File: config.mk
export PLATFORM = sky130hd
export DESIGN_NAME = hazard_ctrl
export DESIGN_NICKNAME = d
export VERILOG_FILES = /design/src/rtl/mips_pkg.sv /design/src/rtl/instr_decode.sv /design/src/rtl/hazard_ctrl.sv
export SDC_FILE = /design/constraint.sdc
export NUM_CORES = 1
export LEC_CHECK = 0
export CAP_MARGIN = 0
export CORE_ASPECT_RATIO = 1.1
export CORE_UTILIZATION = 49
export CTS_BUF_LIST = sky130_fd_sc_hd__clkbuf_2 sky130_fd_sc_hd__clkbuf_4 sky130_fd_sc_hd__clkbuf_8
export CTS_CLUSTER_SIZE = 8
export DETAILED_ROUTE_END_ITERATION = 8
export GPL_ROUTABILITY_DRIVEN = 0
export PLACE_DENSITY = 0.92
export RECOVER_POWER = 100
export SLEW_MARGIN = 20
export SYNTH_ARGS = -nofsm -noshare
export SYNTH_HDL_FRONTEND = slang
export SYNTH_SLANG_ARGS = --single-unit
File: constraint.sdc
create_clock -name clock -period 3.3 [get_ports clock]
set_input_delay 0.66 -clock clock [delete_from_list [all_inputs] [get_ports clock]]
set_output_delay 0.66 -clock clock [all_outputs]
set_load 0.05 [all_outputs]
File: src/rtl/mips_pkg.sv
// rtl/mips_pkg.sv - opcodes, scoreboard entry and forwarding encodings for the MIPS hazard logic
package mips_pkg;

    localparam logic [5:0] OP_RTYPE = 6'h00;
    localparam logic [5:0] OP_LW    = 6'h23;
    localparam logic [5:0] OP_SW    = 6'h2b;
    localparam logic [5:0] OP_BEQ   = 6'h04;
    localparam logic [5:0] OP_ADDI  = 6'h08;

    localparam logic [1:0] FWD_RF    = 2'b00;
    localparam logic [1:0] FWD_EXMEM = 2'b01;
    localparam logic [1:0] FWD_WB    = 2'b10;

    typedef struct packed {
        logic       valid;
        logic [4:0] dest;
        logic       is_load;
    } sb_entry_t;

    localparam sb_entry_t SB_EMPTY = '{valid: 1'b0, dest: 5'd0, is_load: 1'b0};

    function automatic logic src_hit(input logic [4:0] src, input sb_entry_t e);
        return e.valid && (e.dest == src);
    endfunction

endpackage

File: src/rtl/instr_decode.sv
// rtl/instr_decode.sv - combinational source/destination decode of the IF/ID instruction
module instr_decode
    import mips_pkg::*;
(
    input  logic [31:0] ifid_ir,
    output logic [4:0]  rs,
    output logic [4:0]  rt,
    output logic        use_rs,
    output logic        use_rt,
    output logic [4:0]  dest,
    output logic        dest_valid,
    output logic        is_load
);

    logic [5:0] opcode;
    logic       writes;
    logic       unused;

    assign opcode = ifid_ir[31:26];
    assign rs     = ifid_ir[25:21];
    assign rt     = ifid_ir[20:16];
    assign unused = ^ifid_ir[10:0];

    always_comb begin
        use_rs  = 1'b0;
        use_rt  = 1'b0;
        dest    = 5'd0;
        writes  = 1'b0;
        is_load = 1'b0;
        case (opcode)
            OP_RTYPE: begin
                use_rs = 1'b1;
                use_rt = 1'b1;
                dest   = ifid_ir[15:11];
                writes = (ifid_ir != 32'd0);
            end
            OP_LW: begin
                use_rs  = 1'b1;
                dest    = rt;
                writes  = 1'b1;
                is_load = 1'b1;
            end
            OP_SW, OP_BEQ: begin
                use_rs = 1'b1;
                use_rt = 1'b1;
            end
            OP_ADDI: begin
                use_rs = 1'b1;
                dest   = rt;
                writes = 1'b1;
            end
            default: ;
        endcase
    end

    // $0 is hardwired, so a write to it can never create a dependency
    assign dest_valid = writes && (dest != 5'd0);

endmodule

File: src/rtl/hazard_ctrl.sv
// rtl/hazard_ctrl.sv - RAW stall / taken-branch flush controller; HAZARD_FWD_EN enables forwarding selects
module hazard_ctrl
    import mips_pkg::*;
#(
    parameter int CNT_W = 16
) (
    input  logic             clock,
    input  logic             reset,
    input  logic [31:0]      ifid_ir,
    input  logic             branch_taken,
    output logic             pc_write,
    output logic             ifid_write,
    output logic             idex_bubble,
    output logic             ifid_flush,
    output logic             exmem_flush,
    output logic [1:0]       fwd_a,
    output logic [1:0]       fwd_b,
    output logic [CNT_W-1:0] stall_count,
    output logic [CNT_W-1:0] flush_count
);

    logic [4:0] rs, rt, dest;
    logic       use_rs, use_rt, dest_valid, is_load;
    sb_entry_t  sb [3];
    sb_entry_t  id_entry;
    logic       hazard, stall;

    instr_decode u_decode (
        .ifid_ir    (ifid_ir),
        .rs         (rs),
        .rt         (rt),
        .use_rs     (use_rs),
        .use_rt     (use_rt),
        .dest       (dest),
        .dest_valid (dest_valid),
        .is_load    (is_load)
    );

    assign id_entry = '{valid: dest_valid, dest: dest, is_load: is_load};

`ifdef HAZARD_FWD_EN
    // Only a load still in ID/EX cannot be forwarded in time
    assign hazard = (use_rs && src_hit(rs, sb[0]) && sb[0].is_load)
                 || (use_rt && src_hit(rt, sb[0]) && sb[0].is_load);
`else
    assign hazard = (use_rs && (src_hit(rs, sb[0]) || src_hit(rs, sb[1]) || src_hit(rs, sb[2])))
                 || (use_rt && (src_hit(rt, sb[0]) || src_hit(rt, sb[1]) || src_hit(rt, sb[2])));
`endif

    assign stall = hazard && !branch_taken && !reset;

    always_comb begin
        pc_write    = 1'b1;
        ifid_write  = 1'b1;
        idex_bubble = 1'b0;
        ifid_flush  = 1'b0;
        exmem_flush = 1'b0;
        if (!reset) begin
            if (branch_taken) begin
                idex_bubble = 1'b1;
                ifid_flush  = 1'b1;
                exmem_flush = 1'b1;
            end else if (stall) begin
                pc_write    = 1'b0;
                ifid_write  = 1'b0;
                idex_bubble = 1'b1;
            end
        end
    end

    always_ff @(negedge clock) begin
        if (reset) begin
            sb[0] <= SB_EMPTY;
            sb[1] <= SB_EMPTY;
            sb[2] <= SB_EMPTY;
        end else begin
            // The branch itself sits in EX/MEM and moves on; younger wrong-path entries die
            sb[2] <= sb[1];
            sb[1] <= branch_taken ? SB_EMPTY : sb[0];
            sb[0] <= (branch_taken || stall) ? SB_EMPTY : id_entry;
        end
    end

    always_ff @(negedge clock) begin
        if (reset) begin
            stall_count <= '0;
            flush_count <= '0;
        end else begin
            if (stall && (stall_count != '1))
                stall_count <= stall_count + 1'b1;
            if (branch_taken && (flush_count != '1))
                flush_count <= flush_count + 1'b1;
        end
    end

`ifdef HAZARD_FWD_EN
    logic [1:0] fwd_a_q, fwd_b_q;
    logic       unused;

    // Evaluated one stage early: sb[0] becomes EX/MEM and sb[1] becomes MEM/WB at the edge
    function automatic logic [1:0] fwd_sel(input logic use_src, input logic [4:0] src,
                                           input sb_entry_t e0, input sb_entry_t e1);
        if (use_src && src_hit(src, e0) && !e0.is_load)
            return FWD_EXMEM;
        else if (use_src && src_hit(src, e1))
            return FWD_WB;
        else
            return FWD_RF;
    endfunction

    always_ff @(negedge clock) begin
        if (reset || stall || branch_taken) begin
            fwd_a_q <= FWD_RF;
            fwd_b_q <= FWD_RF;
        end else begin
            fwd_a_q <= fwd_sel(use_rs, rs, sb[0], sb[1]);
            fwd_b_q <= fwd_sel(use_rt, rt, sb[0], sb[1]);
        end
    end

    assign fwd_a  = fwd_a_q;
    assign fwd_b  = fwd_b_q;
    assign unused = sb[1].is_load ^ sb[2].is_load;
`else
    logic unused;

    assign fwd_a  = FWD_RF;
    assign fwd_b  = FWD_RF;
    assign unused = sb[0].is_load ^ sb[1].is_load ^ sb[2].is_load;
`endif

endmodule

==> Yosys cells after proc, flatten, opt, wreduce, memory -nomap -nowiden <==
Memory sizes are Yosys's and may differ from the RTL's.
Index checks and enable logic that the tools add are counted.
{ "classes": {"add_sub_neg": 2, "n_eq_ne": 12, "n_mux": 21, "bitwise_logic": 3, "reduce_logical": 27} }
{ "ops": {"columns": ["operator", "count"], "rows": [
  ["$mux W7", 5],
  ["$add A16 B1 Y16 const B", 2],
  ["$ne A16 B16 Y1 const B", 2],
  ["$reduce_bool A32 Y1", 1],
  ["$eq A5 B5 Y1", 6],
  ["$mux W1", 14],
  ["$logic_and A1 B1 Y1", 13],
  ["$eq A6 B6 Y1 const B", 2],
  ["$pmux W5 S2", 1],
  ["$eq A6 B3 Y1 const B", 1],
  ["$eq A6 B4 Y1 const B", 1],
  ["$logic_not A6 Y1", 1],
  ["$logic_or A1 B1 Y1", 6],
  ["$reduce_bool A5 Y1", 1],
  ["$reduce_or A5 Y1", 1],
  ["$or A1 B1 Y1", 3],
  ["$reduce_or A3 Y1", 1],
  ["$logic_not A1 Y1", 2],
  ["$pmux W1 S2", 1],
  ["$reduce_or A2 Y1", 1]
]} }
{ "word_totals": {"ff_bits": 32, "ram_bits": 21, "input_bits": 35, "out_inout_bits": 41, "word_cells": 68, "mem_count": 1} }
{ "mem_list": {"columns": ["name", "words", "width", "rd", "rd_ports_with_merged_regs", "wr", "line_no", "text"], "rows": [
  ["sb", 3, 7, 3, 0, 3, "hazard_ctrl.sv:24", "sb_entry_t sb [3];"]
]} }

==> Longest topological paths before layout <==
Gate-level depths: netlist of the first run.
An unclocked memory read counts as a cell.
{ "depth": {"ltp_word": 12, "mapped_depth": 8, "ltp_nobuf": 7} }

==> Hierarchy <==
A second synthesis of the first run with hierarchy kept.
{ "unflattened": {"hier_cells": 305, "hier_area_um2": 2697.6} }
{ "modules_own_cells": {"columns": ["mod", "n_inst", "cells_per_inst", "area_per_inst_um2", "seq_area_each_um2"], "rows": [
  ["hazard_ctrl", 1, 272, 2452.4, 1001.0],
  ["instr_decode", 1, 33, 245.2, 0.0]
]} }

==> impl_metrics.yaml, run 1 <==
floorplanning:
  fp.dieH_um: 78.5
  placementRows: 27
  fp.dieW_um: 71.5
  pin_count: 76
  coreArea_um2: 5070
  start_util_pct: 51.4
  dieArea_um2: 5610
critical_path:
  cp.required_ns: 2.64
  cp-start-kind: "register"
  critPathKind: "register to primary output"
  cp_max_fo: 3
  worstSetupEndpointType: "primary output"
  worst_ep_arrival_time_ns: 4.16
layout:
  area_growth_pct: 73.4
  fillers: 195
  drive_gt1_share_pct: 43.8
  layout.nets: 496
  mostFrequentLayoutCells: "buf_4 (53), inv_1 (51), nor2_1 (36)"
  mostFrequentLayoutCell: "buf_4"
  diodes: 0
  finalNonFillerCells: 517
  final_cell_area_um2: 4520
global_routing:
  grt_usage_pct: 42.4
  overflow: 0
  grt_pass1_wl_um: 17600
  antenna_found_initial: 0
  grt_max_degree: 52
  grt_pass1_vias: 3409
synthesis:
  yosys_warnings: 0
  syn-instance-count: 292
  synth_cell_types: 51
  synth_compound_area_share_pct: 10.5
  synth-seq-cells: 50
  synth_top_family_by_area: "simple AND/OR/NAND/NOR gates"
  syn-cell-area_um2: 2600
  synth.avg_cell_area_um2: 8.92
  ys_seq_area_share_pct: 38.4
  synth-adder-area-share_pct: 0.961
  synthXorXnorAreaFrac_pct: 14.8
  synthMuxAreaShare_pct: 4.13
  synth-simple-area-share_pct: 27.5
power:
  p_seq_share_pct: 37.9
  pwr_density_cell_nw_per_um2: 357
  p_leak_nw: 2.04
  p_int_uw: 989
  max-vdd-ir-drop_mv: 0.497
  p_clk_share_pct: 51.1
  p_sw_uw: 623
  combPwrFrac_pct: 11.0
  switching_share_pct: 38.7
sta:
  timing.slew.headroom_pct: 60.1
  setup-violations-final: 34
  rsz0062_at_grt: "true"
  clock-skew-final_ns: 0.0720
  slew_violations: 0
  fin_tns_setup_ns: -28.95
  timing.final.ws_setup_ns: -1.52
  worst-slew-pin-transition_ns: 0.598
  hold_violations: 0
clocking:
  clkTransAtPathRegs_ns: 0.04
  clock_path_buffers: 2
  cts_root_buf: "clkbuf_8"
  cts_hold_buf: 0
  clock_latency_ns: 0.44
  cts_sinks: 50
  cts_made_buffers: 5
  cts_tree: "built"
  cts_htree_levels: 2
routing:
  avgViaCountPerCell: 6.51
  first_pass_iters: 8
  ant_nets: 0
  via_count: 3364
  first_iter_violations: 399
  wl_um: 12700
  drc_errors: 0
  wl_per_cell_um: 24.6
worst_hold_path:
  worstHoldPathType: "register to register"
placement:
  placed_cell_area_um2: 3950
  dp_slack_ns: -1.71
  place.port_buffers: 60
  dp_hpwl_um: 5670
  dp_cells: 445
status:
  status: "complete, but fails checks"
  violations: "setup timing"
job:
  cap_violations: 0
==> area by class of cell <==
class | count | area (um^2) | area share (%)
Clock inverter | 52 | 229 | 5.07
Inverter | 2 | 12.5 | 0.277
Timing Repair Buffer | 122 | 1310 | 28.9
Clock buffer | 5 | 68.8 | 1.52
Multi-Input combinational cell | 228 | 1780 | 39.3
Tap cell | 58 | 72.6 | 1.61
Sequential cell | 50 | 1050 | 23.3
==> power by group through the flow <==
stage / clock network (mW) / logic (mW) / registers, mW
after floorplan: 0.0940 / 0.0627 / 0.633
after global placement: 0.0940 / 0.150 / 0.626
after detailed placement: 0.0940 / 0.155 / 0.626
after CTS: 0.742 / 0.161 / 0.615
after global routing: 0.860 / 0.181 / 0.611
final: 0.824 / 0.178 / 0.611
==> Yosys cell counts, drive strengths merged <==
cell	number	area, um^2
o21ai	5	25.0
or4	2	16.3
dfxtp	50	1000
inv	3	11.3
nand3	16	85.1
and3	7	43.8
nor2b	13	81.3
o2111ai	1	8.76
a311oi	1	8.76
clkbuf	7	26.3
o21bai	1	7.51
a22oi	5	37.5
xnor2	11	96.3
or2b	1	8.76
a21bo	1	10.0
conb	1	3.75
and4	3	26.3
o21ba	1	10.0
and2	6	37.5
buf	7	56.3
o211ai	1	7.51
nand4	7	58.8
ha	2	25.0
and4bb	1	12.5
xor2	33	289
nand3b	1	7.51
mux2i	4	40.0
nand2	12	45.0
nor3	6	35.0
nor3b	1	7.51
mux2	6	67.6
o31a	1	8.76
nor2	38	143
a31oi	2	12.5
a211oi	3	35.0
a31o	3	26.3
nor4	8	50.1
a21oi	9	48.8
nand2b	5	31.3
a21boi	2	15.0
or3	4	26.3
a311o	1	11.3
==> worst max-delay path, stage by stage, from the launching register on <==
cell and delay [ns]:
dfxtp_1 0.33, xor2_1 0.20, nor4_4 0.38, nand3_1 0.15
a311o_2 0.43, buf_6 0.14, a21oi_4 0.17, buf_6 0.13
inv_6 0.04, buf_8 0.14
==> timing repair <==
action                                  4_1_cts  5_1_grt
buffers inserted                             16        1
gates resized for setup                     134       30
pin swaps                                    28       14
endpoints found under the setup margin       65       49
==> through the flow <==
stage / total power [mW] / hold slack (ns) / util (%)
floorplan: 0.790 / 0.453 / -
global placement: 0.869 / 0.500 / 77.9
detailed placement: 0.875 / 0.507 / 77.9
CTS: 1.52 / 0.522 / 89.9
global route: 1.65 / 0.525 / 89.2
finish: 1.61 / 0.502 / 89.2
==> logic make-up (layout without fill, tap and decap cells) <==
| kind of cell | Yosys count | count (layout) |
|---|---|---|
| AOI/OAI and AO/OA | 37 | 37 |
| xor gates and xnor gates | 44 | 44 |
| adders and majority gates | 2 | 2 |
| buffers and inverters | 17 | 181 |
| DFF | 50 | 50 |
| muxes | 10 | 10 |
| other | 1 | 4 |
| and+or+nand+nor | 131 | 131 |
==> path summary, 6_finish.rpt <==
kind | slack (ns) | from | cells past startpoint | end
worst min register to register | 0.50 | flush_count[8]$_SDFFE_NP0P_ | 2 | flush_count[8]$_SDFFE_NP0P_
worst min-delay path | 0.50 | flush_count[8]$_SDFFE_NP0P_ | 2 | flush_count[8]$_SDFFE_NP0P_
worst max register to register | 0.47 | sb[0][15]$_SDFF_NP0_ | 11 | stall_count[1]$_SDFFE_NP0P_
worst max-delay path | -1.52 | sb[0][15]$_SDFF_NP0_ | 9 | pc_write
==> per-layer routing <==
layer / part of all wire, % / global-route usage [%] / routed length (um)
met2: 47 / 71.9 / 5970
met3: 11 / 12.6 / 1410
met4: 8.6 / 33.9 / 1100
met5: 0 / 0 / 0
met1: 33 / 42.9 / 4240
==> state kept, by name (all words and copies together) (netlist names) <==
signal       count
flush_count     16
sb              18
stall_count     16
Power figures use the tool's default switching activity.
==> inputs of run 2 (changes only) <==
CTS_CLUSTER_SIZE = default   (was 8)
==> results of run 2 <==
Final layout, timing and power as in run 1 (identical DEF).
